**src/rtl/ctrl_pipe.sv**
```systemverilog
// ---------------------------------------------------------------------------
// ctrl_pipe
// RV32I control decoder and control pipeline for the in-order core. The
// instruction in ID is decoded into a 9-bit control word. That word travels
// with a valid bit and a destination register through CTRL_DEPTH registered
// stages (0=EX, 1=MEM, 2=WB). The block inserts load-use bubbles, handles
// branch/jump flushes and the global stall, and counts the bubbles it
// inserted.
//
// Parameters
//   CTRL_DEPTH   number of registered control stages (>=2)
//   CNT_W        width of the saturating bubble counter
//   LOAD_USE_EN  1: detect load-use hazards and bubble, 0: never bubble
//
// Ports
//   clk          rising-edge clock
//   rst          synchronous active-high reset
//   id_valid     id_instr holds a valid instruction
//   id_instr     instruction currently in ID
//   id_ready     ID instruction accepted this cycle (combinational)
//   stall_i      freeze the whole control pipe
//   flush_i      branch/jump taken, resolved in stage 0
//   stage_valid  per-stage valid, bit s = stage s
//   stage_ctrl   per-stage control word, stage s at [9s+8:9s]
//   stage_rd     per-stage destination register, stage s at [5s+4:5s]
//   bubble_cnt   number of load-use bubbles inserted, saturating
//
// Control word bit order:
//   {illegal, jump, branch, memread, memtoreg, memwrite[1:0], alusrc, regwrite}
// ---------------------------------------------------------------------------
module ctrl_pipe #(
  parameter int CTRL_DEPTH  = 3,
  parameter int CNT_W       = 16,
  parameter bit LOAD_USE_EN = 1'b1
) (
  input  logic                    clk,
  input  logic                    rst,
  input  logic                    id_valid,
  input  logic [31:0]             id_instr,
  output logic                    id_ready,
  input  logic                    stall_i,
  input  logic                    flush_i,
  output logic [CTRL_DEPTH-1:0]   stage_valid,
  output logic [CTRL_DEPTH*9-1:0] stage_ctrl,
  output logic [CTRL_DEPTH*5-1:0] stage_rd,
  output logic [CNT_W-1:0]        bubble_cnt
);

  typedef enum logic [6:0] {
    OPC_LUI    = 7'b0110111,
    OPC_AUIPC  = 7'b0010111,
    OPC_OP_IMM = 7'b0010011,
    OPC_OP     = 7'b0110011,
    OPC_JAL    = 7'b1101111,
    OPC_JALR   = 7'b1100111,
    OPC_BRANCH = 7'b1100011,
    OPC_LOAD   = 7'b0000011,
    OPC_STORE  = 7'b0100011
  } opcode_t;

  logic [CTRL_DEPTH-1:0] valid_q;
  logic [8:0]            ctrl_q [CTRL_DEPTH];
  logic [4:0]            rd_q   [CTRL_DEPTH];
  logic [CNT_W-1:0]      cnt_q;

  opcode_t    opcode;
  logic [2:0] funct3;
  logic [8:0] dec_ctrl;
  logic [4:0] dec_rd;
  logic       dec_uses_rs1;
  logic       dec_uses_rs2;
  logic       hazard;

  assign opcode = opcode_t'(id_instr[6:0]);
  assign funct3 = id_instr[14:12];

  // Decode the ID instruction into its control word and note which source
  // registers it reads. Anything we do not recognise becomes an illegal-only
  // word and reads no registers, so it can never cause a load-use bubble.
  // A store with an unsupported width keeps alusrc but is flagged illegal and
  // writes nothing to memory.
  always_comb begin
    dec_ctrl     = 9'h100;
    dec_uses_rs1 = 1'b0;
    dec_uses_rs2 = 1'b0;
    case (opcode)
      OPC_LUI, OPC_AUIPC: begin
        dec_ctrl = 9'h003;
      end
      OPC_OP_IMM: begin
        dec_ctrl     = 9'h003;
        dec_uses_rs1 = 1'b1;
      end
      OPC_OP: begin
        dec_ctrl     = 9'h001;
        dec_uses_rs1 = 1'b1;
        dec_uses_rs2 = 1'b1;
      end
      OPC_JAL: begin
        dec_ctrl = 9'h083;
      end
      OPC_JALR: begin
        dec_ctrl     = 9'h083;
        dec_uses_rs1 = 1'b1;
      end
      OPC_BRANCH: begin
        dec_ctrl     = 9'h040;
        dec_uses_rs1 = 1'b1;
        dec_uses_rs2 = 1'b1;
      end
      OPC_LOAD: begin
        dec_ctrl     = 9'h033;
        dec_uses_rs1 = 1'b1;
      end
      OPC_STORE: begin
        dec_uses_rs1 = 1'b1;
        dec_uses_rs2 = 1'b1;
        case (funct3)
          3'b000:  dec_ctrl = 9'h006;
          3'b001:  dec_ctrl = 9'h00A;
          3'b010:  dec_ctrl = 9'h00E;
          default: dec_ctrl = 9'h102;
        endcase
      end
      default: begin
        dec_ctrl = 9'h100;
      end
    endcase
    dec_rd = dec_ctrl[0] ? id_instr[11:7] : 5'd0;
  end

  // A load sitting in stage 0 whose result the ID instruction needs cannot
  // be forwarded in time, so ID must wait one cycle. A load targeting x0
  // produces nothing worth waiting for.
  always_comb begin
    hazard = LOAD_USE_EN && valid_q[0] && ctrl_q[0][5] && (rd_q[0] != 5'd0) &&
             id_valid &&
             ((dec_uses_rs1 && (rd_q[0] == id_instr[19:15])) ||
              (dec_uses_rs2 && (rd_q[0] == id_instr[24:20])));
  end

  // ID is accepted unless we are in reset, stalled, or bubbling for a
  // load-use hazard. A flush wins over the hazard because the ID instruction
  // is being thrown away anyway.
  assign id_ready = !rst && !stall_i && (flush_i || !hazard);

  // Control pipe registers. A stall freezes every stage, including the
  // counter, and hides any flush or hazard for that cycle. Otherwise the
  // upper stages always shift, and stage 0 receives a bubble on a flush or
  // hazard, or the freshly decoded instruction otherwise. Only a real
  // load-use bubble counts, and the counter sticks at all-ones.
  always_ff @(posedge clk) begin
    if (rst) begin
      valid_q <= '0;
      for (int s = 0; s < CTRL_DEPTH; s++) begin
        ctrl_q[s] <= 9'd0;
        rd_q[s]   <= 5'd0;
      end
      cnt_q <= '0;
    end else if (!stall_i) begin
      for (int s = 1; s < CTRL_DEPTH; s++) begin
        valid_q[s] <= valid_q[s-1];
        ctrl_q[s]  <= ctrl_q[s-1];
        rd_q[s]    <= rd_q[s-1];
      end
      if (flush_i || hazard) begin
        valid_q[0] <= 1'b0;
        ctrl_q[0]  <= 9'd0;
        rd_q[0]    <= 5'd0;
      end else begin
        valid_q[0] <= id_valid;
        ctrl_q[0]  <= dec_ctrl;
        rd_q[0]    <= dec_rd;
      end
      if (!flush_i && hazard && (cnt_q != {CNT_W{1'b1}})) begin
        cnt_q <= cnt_q + 1'b1;
      end
    end
  end

  // Flatten the per-stage registers onto the packed output buses.
  for (genvar g = 0; g < CTRL_DEPTH; g++) begin : g_pack
    assign stage_valid[g]       = valid_q[g];
    assign stage_ctrl[9*g +: 9] = ctrl_q[g];
    assign stage_rd[5*g +: 5]   = rd_q[g];
  end

  assign bubble_cnt = cnt_q;

endmodule

```
**config.mk**
```make
export PLATFORM = sky130hd
export DESIGN_NAME = ctrl_pipe
export DESIGN_NICKNAME = d
export VERILOG_FILES = /design/src/rtl/ctrl_pipe.sv
export SDC_FILE = /design/constraint.sdc
export NUM_CORES = 1
export LEC_CHECK = 0
export CORE_ASPECT_RATIO = 2
export CORE_MARGIN = 2
export CORE_UTILIZATION = 35
export DETAILED_ROUTE_END_ITERATION = 10
export PLACE_DENSITY = 0.68
export SKIP_LAST_GASP = 1
export SYNTH_ARGS = -nofsm -noshare
export SYNTH_HDL_FRONTEND = slang
export SYNTH_SLANG_ARGS = --single-unit
export TNS_END_PERCENT = 30
```
**constraint.sdc**
```tcl
create_clock -name clk -period 2.8 [get_ports clk]
set_input_delay 0.28 -clock clk [delete_from_list [all_inputs] [get_ports clk]]
set_output_delay 0.28 -clock clk [all_outputs]
set_load 0.05 [all_outputs]
```
==> metrics.csv, run 1 <==
metric,value,unit
status,finished clean,
Via Count,2109,
critical path required time,2950,ps
CORE AREA,7490,um2
total of max-cap violations,0,
Tightest Hold Check Type,reg2reg,
Die Y,128,um
clock buffer depth,2,
initial DRC count,52,
achievable clock frequency,407,MHz
Final Critical Period,2460,ps
"Avg Cell Area, Syn",11.6,um2
CTS tree,built,
Final Cycle Share,87.8,%
Worst slew margin,63.9,%
top-area cell type share of the netlist area,43.7,%
initial antenna violation count,0,
Nets,370,
crit path DAT,2610,ps
sw frac,23.8,%
Synth Flop Type,edfxtp_1,
Mapped Area,2680,um2
Clock transition at path regs,50,ps
CTS sink cnt,58,
P_leak,1.46,nW
GRT Overall Usage,14.4,%
leading area contributor after synthesis,edfxtp_1,
CP startpoint kind,register,
Worst Setup End Kind,register,
grt total ovfl,0,
drc violations,0,
Area Overhead vs Synth,50.9,%
final hold viol count,0,
number of global-route vias before repair,2104,
Mapped Nets,269,
DP HPWL,4200,um
Post-DRT Antenna Nets,0,
"EDFF count, synth",39,
Boundary Pins,99,
global placement routability congestion,0.850,
pin count of the biggest net entering global routing,28,
Sequential Power Share,40.1,%
Port Buf Inserts,91,
top post-synthesis cells by area,"edfxtp_1 (44%), dfxtp_1 (14%), and2_1 (7.7%)",
yosys warns,0,
Pre-antenna DRT Iters,4,
"Seq/Total Area, Yosys",57.9,%
Clock power frac,46.1,%
first-pass GRT wire length,9250,um
Pint,1.85,mW
unrepaired setup endpoints after global routing,no,
Slew @ Worst Pin,542,ps
hold_buf cts,0,
synthesized flop and latch total,58,
die width,65.9,um
PD cells,599,nW/um2
most frequent cells in the layout,"clkdlybuf4s50_1 (90), edfxtp_1 (39), and2_1 (33), nor2_1 (22), dfxtp_1 (19)",
Comb power frac,13.8,%
Synth Instances,231,
root buf cell,clkbuf_16,
Synth cell types,46,
H-Tree Depth,3,
drt wl/cell,13.0,um
kind of critical path,reg2reg,
die area,8420,um2
clk_lat worst skew,320,ps
vias per cell,4.89,
final-report setup violation count,0,
clock skew,4.11,ps
antenna diode count,0,
fraction of registers with async set/reset,0,%
pre-CTS setup slack,212,ps
row count,45,
Peak supply drop,0.000430,V
fin. max-slew vios,0,
layout cells sized above 1,9.20,%
postcts setup bufs,0,
drt total wl,5620,um
Starting Density,35.8,%
Worst Path Max Fanout,7,
Switch Pwr,0.576,mW
post-cts resize count,0,
final worst setup slack,341,ps
CTS Buf Count,9,
Setup TNS Final,0,ps
FILL cells,657,
"commonest non-fill, non-tap cell in the layout",clkdlybuf4s50_1,
-- worst paths after layout --
kind	start	endpoint	slack [ps]	depth (start not counted)
hold reg to reg	bubble_cnt[15]$_SDFFE_PP0P_	bubble_cnt[15]$_SDFFE_PP0P_	510	2
hold / removal	bubble_cnt[15]$_SDFFE_PP0P_	bubble_cnt[15]$_SDFFE_PP0P_	510	2
setup reg to reg	rd_q[0][3]$_SDFFCE_PN0P_	ctrl_q[0][4]$_SDFFCE_PN0P_	340	5
setup / recovery	rd_q[0][3]$_SDFFCE_PN0P_	ctrl_q[0][4]$_SDFFCE_PN0P_	340	5
-- Yosys cell counts (4+ instances only) --
| master | number |
|---|---|
| nand2_1 | 10 |
| nand4_1 | 8 |
| dfxtp_1 | 19 |
| xor2_1 | 10 |
| nor2_1 | 22 |
| a21oi_1 | 7 |
| and2_1 | 33 |
| inv_1 | 5 |
| xnor2_1 | 11 |
| edfxtp_1 | 39 |
| o21ai_0 | 4 |
| clkbuf_1 | 5 |
| nand3_1 | 8 |
-- routing by layer --
layer  global-route usage [%]  vias to the layer above  wire length, um
met5                        0                        -                0
met4                     7.72                        0              112
met3                     5.00                       11              454
met2                     23.2                       91             2830
met1                     16.3                      974             2230
li1                         -                     1033                -
-- final cells by class --
| class | instances | area (um2) | share of cell area [%] |
|---|---|---|---|
| flip-flops and latches | 58 | 1550 | 38.4 |
| multi-input cells | 159 | 1070 | 26.4 |
| inverters | 5 | 18.8 | 0.464 |
| repair buffers | 99 | 981 | 24.3 |
| clock inverters | 7 | 83.8 | 2.07 |
| well taps | 94 | 118 | 2.91 |
| clock buffers | 9 | 225 | 5.57 |
-- power groups by stage --
stage,logic (mW),clock network (mW),registers (mW)
floorplan,0.0736,0,1.11
global placement,0.332,0,0.987
detailed placement,0.336,0,0.989
CTS,0.337,1.14,0.973
global route,0.351,1.17,0.976
finish,0.334,1.12,0.972
-- per-stage QoR --
stage	cells	util [%]	total power [mW]	hold WS [ps]	cell area (um2)
after floorplan	231	-	1.18	413	2680
after global placement	415	49.9	1.32	482	3730
after detailed placement	415	49.9	1.33	505	3730
after CTS	431	54.0	2.45	514	4040
after global routing	431	54.0	2.50	545	4040
final	431	54.0	2.42	512	4040
-- critical path: stages, from the launching register on --
cell,delay [ps]
edfxtp_1,470
or4_4,580
o2111a_1,260
a2111o_1,510
nand2b_4,230
nor4b_4,240
-- registers in the layout (all words and copies together), names as in the netlist --
| register | count |
|---|---|
| stage_valid | 3 |
| rd_q | 15 |
| bubble_cnt | 16 |
| ctrl_q | 24 |
-- cell families (layout without fill, tap and decap cells) --
kind of cell | Yosys count | after routing | share of synthesized area (%)
compound gates | 26 | 26 | 7.10
xor+xnor | 21 | 21 | 6.86
fa+ha+maj | 1 | 1 | 0.467
buf+inv | 14 | 120 | 2.43
flops | 58 | 58 | 57.9
mux | 4 | 4 | 1.54
simple gates | 107 | 107 | 23.7
(Power assumes the default switching activity.)
==> run 2, diff against run 1 <==
--- a/config.mk
+++ b/config.mk
@@ -9,6 +9,7 @@
 export CORE_MARGIN = 2
 export CORE_UTILIZATION = 35
 export DETAILED_ROUTE_END_ITERATION = 10
+export GPL_TIMING_DRIVEN = 0
 export PLACE_DENSITY = 0.68
 export SKIP_LAST_GASP = 1
 export SYNTH_ARGS = -nofsm -noshare
==> constraint.sdc (replaced) <==
create_clock -name clk -period 2 [get_ports clk]
set_input_delay 0.2 -clock clk [delete_from_list [all_inputs] [get_ports clk]]
set_output_delay 0.2 -clock clk [all_outputs]
set_load 0.05 [all_outputs]
==> run 2 against run 1 <==
  * The flow now finishes with violations (negative setup slack)
  * Clock power up 17%
  * Clock skew shrank 0.77 ps
  * Non-clock buffer count is 20 higher
  * Largest power group is now registers
  * Sequential cell count did not move
==> metrics.csv, run 2 (synthesis results as in run 1) <==
metric,value,unit,change
clock skew,3.34,ps,was 4.11 ps
die width,65.9,um,unchanged
critical path cell sequence,"or4_4, o2111a_1, a2111o_1, a211oi_4, and2_1",,"was or4_4, o2111a_1, a2111o_1, nand2b_4, nor4b_4"
CTS sink cnt,58,,unchanged
first-pass GRT wire length,9870,um,was 9250 um
fin util,57.6,%,was 54.0%
antenna diode count,0,,unchanged
root buf cell,clkbuf_16,,unchanged
pin count of the biggest net entering global routing,41,,was 28
vias per cell,4.90,,was 4.89
Worst Path Max Fanout,6,,was 7
CTS Buf Count,9,,unchanged
Slew @ Worst Pin,933,ps,was 542 ps
Biggest register,ctrl_q,,unchanged
register area,1560,um2,was 1550 um2
status,"finished, violations left",,was finished clean
Boundary Pins,99,,unchanged
CP peak stage delay,560,ps,was 580 ps
initial antenna violation count,0,,unchanged
slowest CP cell,or4_4,,unchanged
crit path DAT,2530,ps,was 2610 ps
DP HPWL,4310,um,was 4200 um
Worst slew margin,37.8,%,was 63.9%
GR met2 Demand/Resource,26.2,%,was 23.2%
Pre-antenna DRT Iters,4,,unchanged
row count,45,,unchanged
Worst Setup End Kind,register,,unchanged
initial DRC count,65,,was 52
H-Tree Depth,3,,unchanged
drt total wl,6330,um,was 5620 um
failing checks,negative setup slack,,
grt total ovfl,0,,unchanged
Peak supply drop,0.000568,V,was 0.000430 V
unrepaired setup endpoints after global routing,yes,,was no
P_leak,1.58,nW,was 1.46 nW
number of global-route vias before repair,2283,,"was 2,104"
most frequent cells in the layout,"clkdlybuf4s50_1 (88), edfxtp_1 (39), and2_1 (32), nor2_1 (22), dfxtp_1 (17)",,"was clkdlybuf4s50_1 (90), edfxtp_1 (39), and2_1 (33), nor2_1 (22), dfxtp_1 (19)"
"commonest non-fill, non-tap cell in the layout",clkdlybuf4s50_1,,unchanged
Via Count,2212,,"was 2,109"
area of the multi-input gates,1200,um2,was 1070 um2
Clock transition at path regs,50,ps,about the same
total of max-cap violations,0,,unchanged
Top Usage Layer GRT,met2,,unchanged
achievable clock frequency,427,MHz,was 407 MHz
Area Overhead vs Synth,60.9,%,was 50.9%
Tightest Hold Check Type,in2reg,,was reg2reg
die area,8420,um2,unchanged
CTS tree,built,,unchanged
hold_buf cts,0,,unchanged
Starting Density,35.8,%,unchanged
kind of critical path,reg2reg,,unchanged
critical path required time,2190,ps,was 2950 ps
layout cells sized above 1,19.3,%,was 9.20%
drt wl/cell,14.0,um,was 13.0 um
Post-DRT Antenna Nets,0,,unchanged
Pwr Total,3.17,mW,was 2.42 mW
drc violations,0,,unchanged
clk_lat worst skew,320,ps,about the same
CORE AREA,7490,um2,unchanged
Final Cycle Share,117,%,was 87.8%
global routing usage on met1,16.7,%,was 16.3%
CP startpoint kind,register,,unchanged
final-report setup violation count,69,,was 0
PD cells,735,nW/um2,was 599 nW/um2
Nets,390,,was 370
final worst setup slack,-340,ps,was 341 ps
Final Critical Period,2340,ps,was 2460 ps
clock buffer depth,2,,unchanged
placed inst area,3720,um2,was 3730 um2
global placement routability congestion,0.849,,was 0.850
max reg flops,24,,unchanged
GRT Overall Usage,15.3,%,was 14.4%
met3 Usage GRT,4.48,%,was 5.00%
final hold viol count,0,,unchanged
Die Y,128,um,unchanged
FILL cells,607,,was 657
Port Buf Inserts,91,,unchanged
fin. max-slew vios,0,,unchanged
Finished Cell Area,4310,um2,was 4040 um2
## run 2: layer usage
layer  up-vias  part of all wire, %  wire length, um
met1      1039                   39             2480
met5         -                    0                0
met3        12                  6.6              419
li1       1071                    -                -
met4         0                  1.7              106
met2        90                   53             3330
## run 2: repair_timing
action | in CTS | in global routing
cloned | 0 | 1
gates resized for setup | 21 | 23
setup buffers | 13 | 6
pin swaps | 14 | 11
setup endpoints to repair | 68 | 70
## run 2: through the flow
stage	setup slack [ps]	hold slack (ps)	std cells	setup TNS (ps)
global placement	-1190	483	416	-51310
finish	-340	402	451	-7400
CTS	-360	508	445	-7410
detailed placement	-1230	494	416	-31530
global route	-418	445	451	-16970
floorplan	-549	333	231	-7470
## run 2: worst paths after layout
check,start,end,slack [ps],depth (start not counted)
worst max-delay path,rd_q[0][1]$_SDFFCE_PN0P_,rd_q[0][1]$_SDFFCE_PN0P_,-340,5
worst min-delay path,id_instr[6],ctrl_q[0][6]$_SDFFCE_PN0P_,400,3
worst max register to register,rd_q[0][1]$_SDFFCE_PN0P_,rd_q[0][1]$_SDFFCE_PN0P_,-340,5
worst min register to register,bubble_cnt[5]$_SDFFE_PP0P_,bubble_cnt[5]$_SDFFE_PP0P_,520,2
## run 2: worst max-delay path: cells and delay by family (launching register included)
kind / cells / cell delay, ps
compound gates: 3 / 1090
flops: 1 / 390
simple gates: 2 / 730
## run 2: cell type report
class | count | area share [%]
repair buffers | 110 | 25.4
multi-input cells | 159 | 27.8
flip-flops and latches | 58 | 36.1
plain buffers | 9 | 1.39
well taps | 94 | 2.73
clock inverters | 7 | 0.842
inverters | 5 | 0.435
clock buffers | 9 | 5.22
## run 2: power breakdown
group	total (mW)	internal [mW]	switching, mW
Sequential	1.36	1.33	0.0265
Combinational	0.504	0.200	0.304
Clock	1.31	0.818	0.490
Total	3.17	2.35	0.820
==> run 3, diff against run 2 <==
--- a/config.mk
+++ b/config.mk
@@ -10,7 +10,7 @@
 export CORE_UTILIZATION = 35
 export DETAILED_ROUTE_END_ITERATION = 10
 export GPL_TIMING_DRIVEN = 0
-export PLACE_DENSITY = 0.68
+export PLACE_DENSITY = 0.66
 export SKIP_LAST_GASP = 1
 export SYNTH_ARGS = -nofsm -noshare
 export SYNTH_HDL_FRONTEND = slang
==> constraint.sdc (replaced) <==
create_clock -name clk -period 2.5 [get_ports clk]
set_input_delay 0.25 -clock clk [delete_from_list [all_inputs] [get_ports clk]]
set_output_delay 0.25 -clock clk [all_outputs]
set_load 0.05 [all_outputs]
==> run 3 against run 2 <==
  * Design area fell by 5.1%
  * Global-route usage fell by 0.48 points
  * Die area did not move
  * Largest power group is now clock
  * Final cell count fell by 2.0%
  * Wire length fell by 6.6%
  * Clock skew rose by 1.3 ps
  * Largest cell class unchanged
  * First-iteration DRC count fell by 15%
  * Sequential share of layout area rose by 1.8 points
  * Via count fell by 1.9%
  * Sequential power fell by 20%
  * The flow now finishes without violations
==> metrics.csv, run 3 (synthesis results as in run 1) <==
metric,value,unit,change
status,finished clean,,"was finished, violations left"
Area Overhead vs Synth,52.7,%,was 60.9%
P_leak,1.50,nW,was 1.58 nW
Worst Path Max Fanout,10,,was 6
die width,65.9,um,unchanged
Comb power frac,14.6,%,was 15.9%
kind of critical path,reg2reg,,unchanged
CTS Buf Count,9,,unchanged
crit path DAT,2710,ps,was 2530 ps
drt total wl,5920,um,was 6330 um
Sequential Power Share,41.3,%,was 42.8%
final hold viol count,0,,unchanged
final worst setup slack,49.4,ps,was -340 ps
Pwr Total,2.63,mW,was 3.17 mW
Reg2Reg Launch Point,bubble_cnt[0]$_SDFFE_PP0P_,,was rd_q[0][1]$_SDFFCE_PN0P_
cells on worst reg2reg path,8,,was 5
most frequent cells in the layout,"clkdlybuf4s50_1 (88), edfxtp_1 (39), and2_1 (33), nor2_1 (22), dfxtp_1 (19)",,"was clkdlybuf4s50_1 (88), edfxtp_1 (39), and2_1 (32), nor2_1 (22), dfxtp_1 (17)"
Starting Density,35.8,%,unchanged
pin count of the biggest net entering global routing,41,,unchanged
critical path cell sequence,"ha_1, and2_1, and3_1, a311oi_1, buf_2, nand4_1, or3b_1, a21oi_1",,"was or4_4, o2111a_1, a2111o_1, a211oi_4, and2_1"
antenna diode count,0,,unchanged
CP peak stage delay,410,ps,was 560 ps
Nets,381,,was 390
Pint,1.97,mW,was 2.35 mW
first-pass GRT wire length,9360,um,was 9870 um
pre-CTS setup slack,-869,ps,was -1230 ps
initial antenna violation count,0,,unchanged
Die Y,128,um,unchanged
Peak supply drop,0.000360,V,was 0.000568 V
drc violations,0,,unchanged
clock skew,4.60,ps,was 3.34 ps
R2R Setup Slk,50,ps,was -340 ps
root buf cell,clkbuf_16,,unchanged
Final Cycle Share,98.0,%,was 117%
slowest CP cell,or3b_1,,was or4_4
achievable clock frequency,408,MHz,was 427 MHz
Worst Hold Depth,3,,unchanged
final-report setup violation count,0,,was 69
CP startpoint kind,register,,unchanged
CTS tree,built,,unchanged
total of max-cap violations,0,,unchanged
global placement routability congestion,0.829,,was 0.849
critical path required time,2760,ps,was 2190 ps
grt total ovfl,0,,unchanged
initial DRC count,55,,was 65
hold path endpoint,ctrl_q[0][6]$_SDFFCE_PN0P_,,unchanged
clk_lat worst skew,330,ps,was 320 ps
Clock transition at path regs,50,ps,about the same
Tightest Hold Check Type,in2reg,,unchanged
"commonest non-fill, non-tap cell in the layout",clkdlybuf4s50_1,,unchanged
Worst Setup End Kind,register,,unchanged
fin. max-slew vios,0,,unchanged
vias per cell,4.91,,was 4.90
number of global-route vias before repair,2094,,"was 2,283"
die area,8420,um2,unchanged
DP HPWL,4290,um,was 4310 um
PD cells,644,nW/um2,was 735 nW/um2
Boundary Pins,99,,unchanged
Post-DRT Antenna Nets,0,,unchanged
sw frac,25.2,%,was 25.9%
Slew @ Worst Pin,947,ps,was 933 ps
Pre-antenna DRT Iters,4,,unchanged
Biggest register,ctrl_q,,unchanged
fin util,54.6,%,was 57.6%
layout cells sized above 1,12.1,%,was 19.3%
worst hold margin,435,ps,was 402 ps
RR Endpoint,bubble_cnt[9]$_SDFFE_PP0P_,,was rd_q[0][1]$_SDFFCE_PN0P_
unrepaired setup endpoints after global routing,yes,,unchanged
Switch Pwr,0.663,mW,was 0.820 mW
clock buffer depth,2,,unchanged
Clock power frac,44.1,%,was 41.3%
Worst slew margin,36.9,%,was 37.8%
GRT Overall Usage,14.8,%,was 15.3%
Via Count,2171,,"was 2,212"
hold wc startpoint,id_instr[6],,unchanged
H-Tree Depth,3,,unchanged
Final Critical Period,2450,ps,was 2340 ps
CTS sink cnt,58,,unchanged
drt wl/cell,13.4,um,was 14.0 um
Setup TNS Final,0,ps,was -7400 ps
max reg flops,24,,unchanged
CORE AREA,7490,um2,unchanged
row count,45,,unchanged
Port Buf Inserts,91,,unchanged
==> run 3: cell count changes in the layout (fill, tap and decap cells not counted), moves of 2 or more <==
cell and change:
nand3_1 +4, nand3_2 -3, buf_6 -7, dfxtp_1 +2
clkinv_2 -2, nor3_1 +2, xnor2_2 -2, nor3_2 -2
xnor2_1 +2, buf_4 -2
==> run 3: per-stage QoR <==
stage | cells | area, um2
floorplan | 231 | 2680
global placement | 416 | 3710
detailed placement | 416 | 3710
CTS | 437 | 4050
global route | 442 | 4090
finish | 442 | 4090
==> run 3: worst max-delay path by stage <==
stage | cells past startpoint | endpoint | startpoint
4_1_cts | 8 | id_ready | rd_q[0][3]$_SDFFCE_PN0P_
3_3_place_gp | 8 | id_ready | id_instr[5]
3_5_place_dp | 8 | id_ready | id_instr[5]
2_1_floorplan | 5 | ctrl_q[0][4]$_SDFFCE_PN0P_ | rd_q[0][3]$_SDFFCE_PN0P_
5_1_grt | 8 | bubble_cnt[9]$_SDFFE_PP0P_ | bubble_cnt[0]$_SDFFE_PP0P_
6_report | 8 | bubble_cnt[9]$_SDFFE_PP0P_ | bubble_cnt[0]$_SDFFE_PP0P_
==> run 3: final cells by class <==
| type | count | area [um2] |
|---|---|---|
| Fill cell | 664 | 3400 |
| Clock inverter | 7 | 60.1 |
| Buffer | 9 | 50.0 |
| Tap cell | 94 | 118 |
| Multi-Input combinational cell | 159 | 1090 |
| Timing Repair Buffer | 101 | 982 |
| Sequential cell | 58 | 1550 |
| Inverter | 5 | 18.8 |
| Clock buffer | 9 | 225 |
==> run 3: worst max-delay path, delay by kind of cell, from the launching register on <==
| family | cells | cell delay, ps |
|---|---|---|
| compound gates | 2 | 490 |
| fa+ha+maj | 1 | 220 |
| buf+inv | 1 | 270 |
| flops | 1 | 340 |
| simple gates | 4 | 1070 |
==> run 3: what timing repair did <==
action,4_1_cts,5_1_grt
setup endpoints to repair,2,10
setup buffers,5,5
resized for setup,9,4
hold buffers,0,0
pin swaps,2,3
==> run 3: power by group through the flow <==
stage	Combinational [mW]	Clock [mW]	Sequential, mW
after floorplan	0.0824	0	1.24
after global placement	0.369	0	1.11
after detailed placement	0.373	0	1.11
after CTS	0.381	1.19	1.09
after global routing	0.405	1.22	1.09
final	0.385	1.16	1.09
==> run 3: layer usage <==
layer  up-vias  GRT usage (%)  wire length [um]  share of wire [%]
met1      1015           16.0              2320                 39
met2        93           24.1              2940                 50
met3        15           5.27               480                8.1
met5         -              0                 0                  0
li1       1048              -                 -                  -
met4         0           9.19               171                2.9
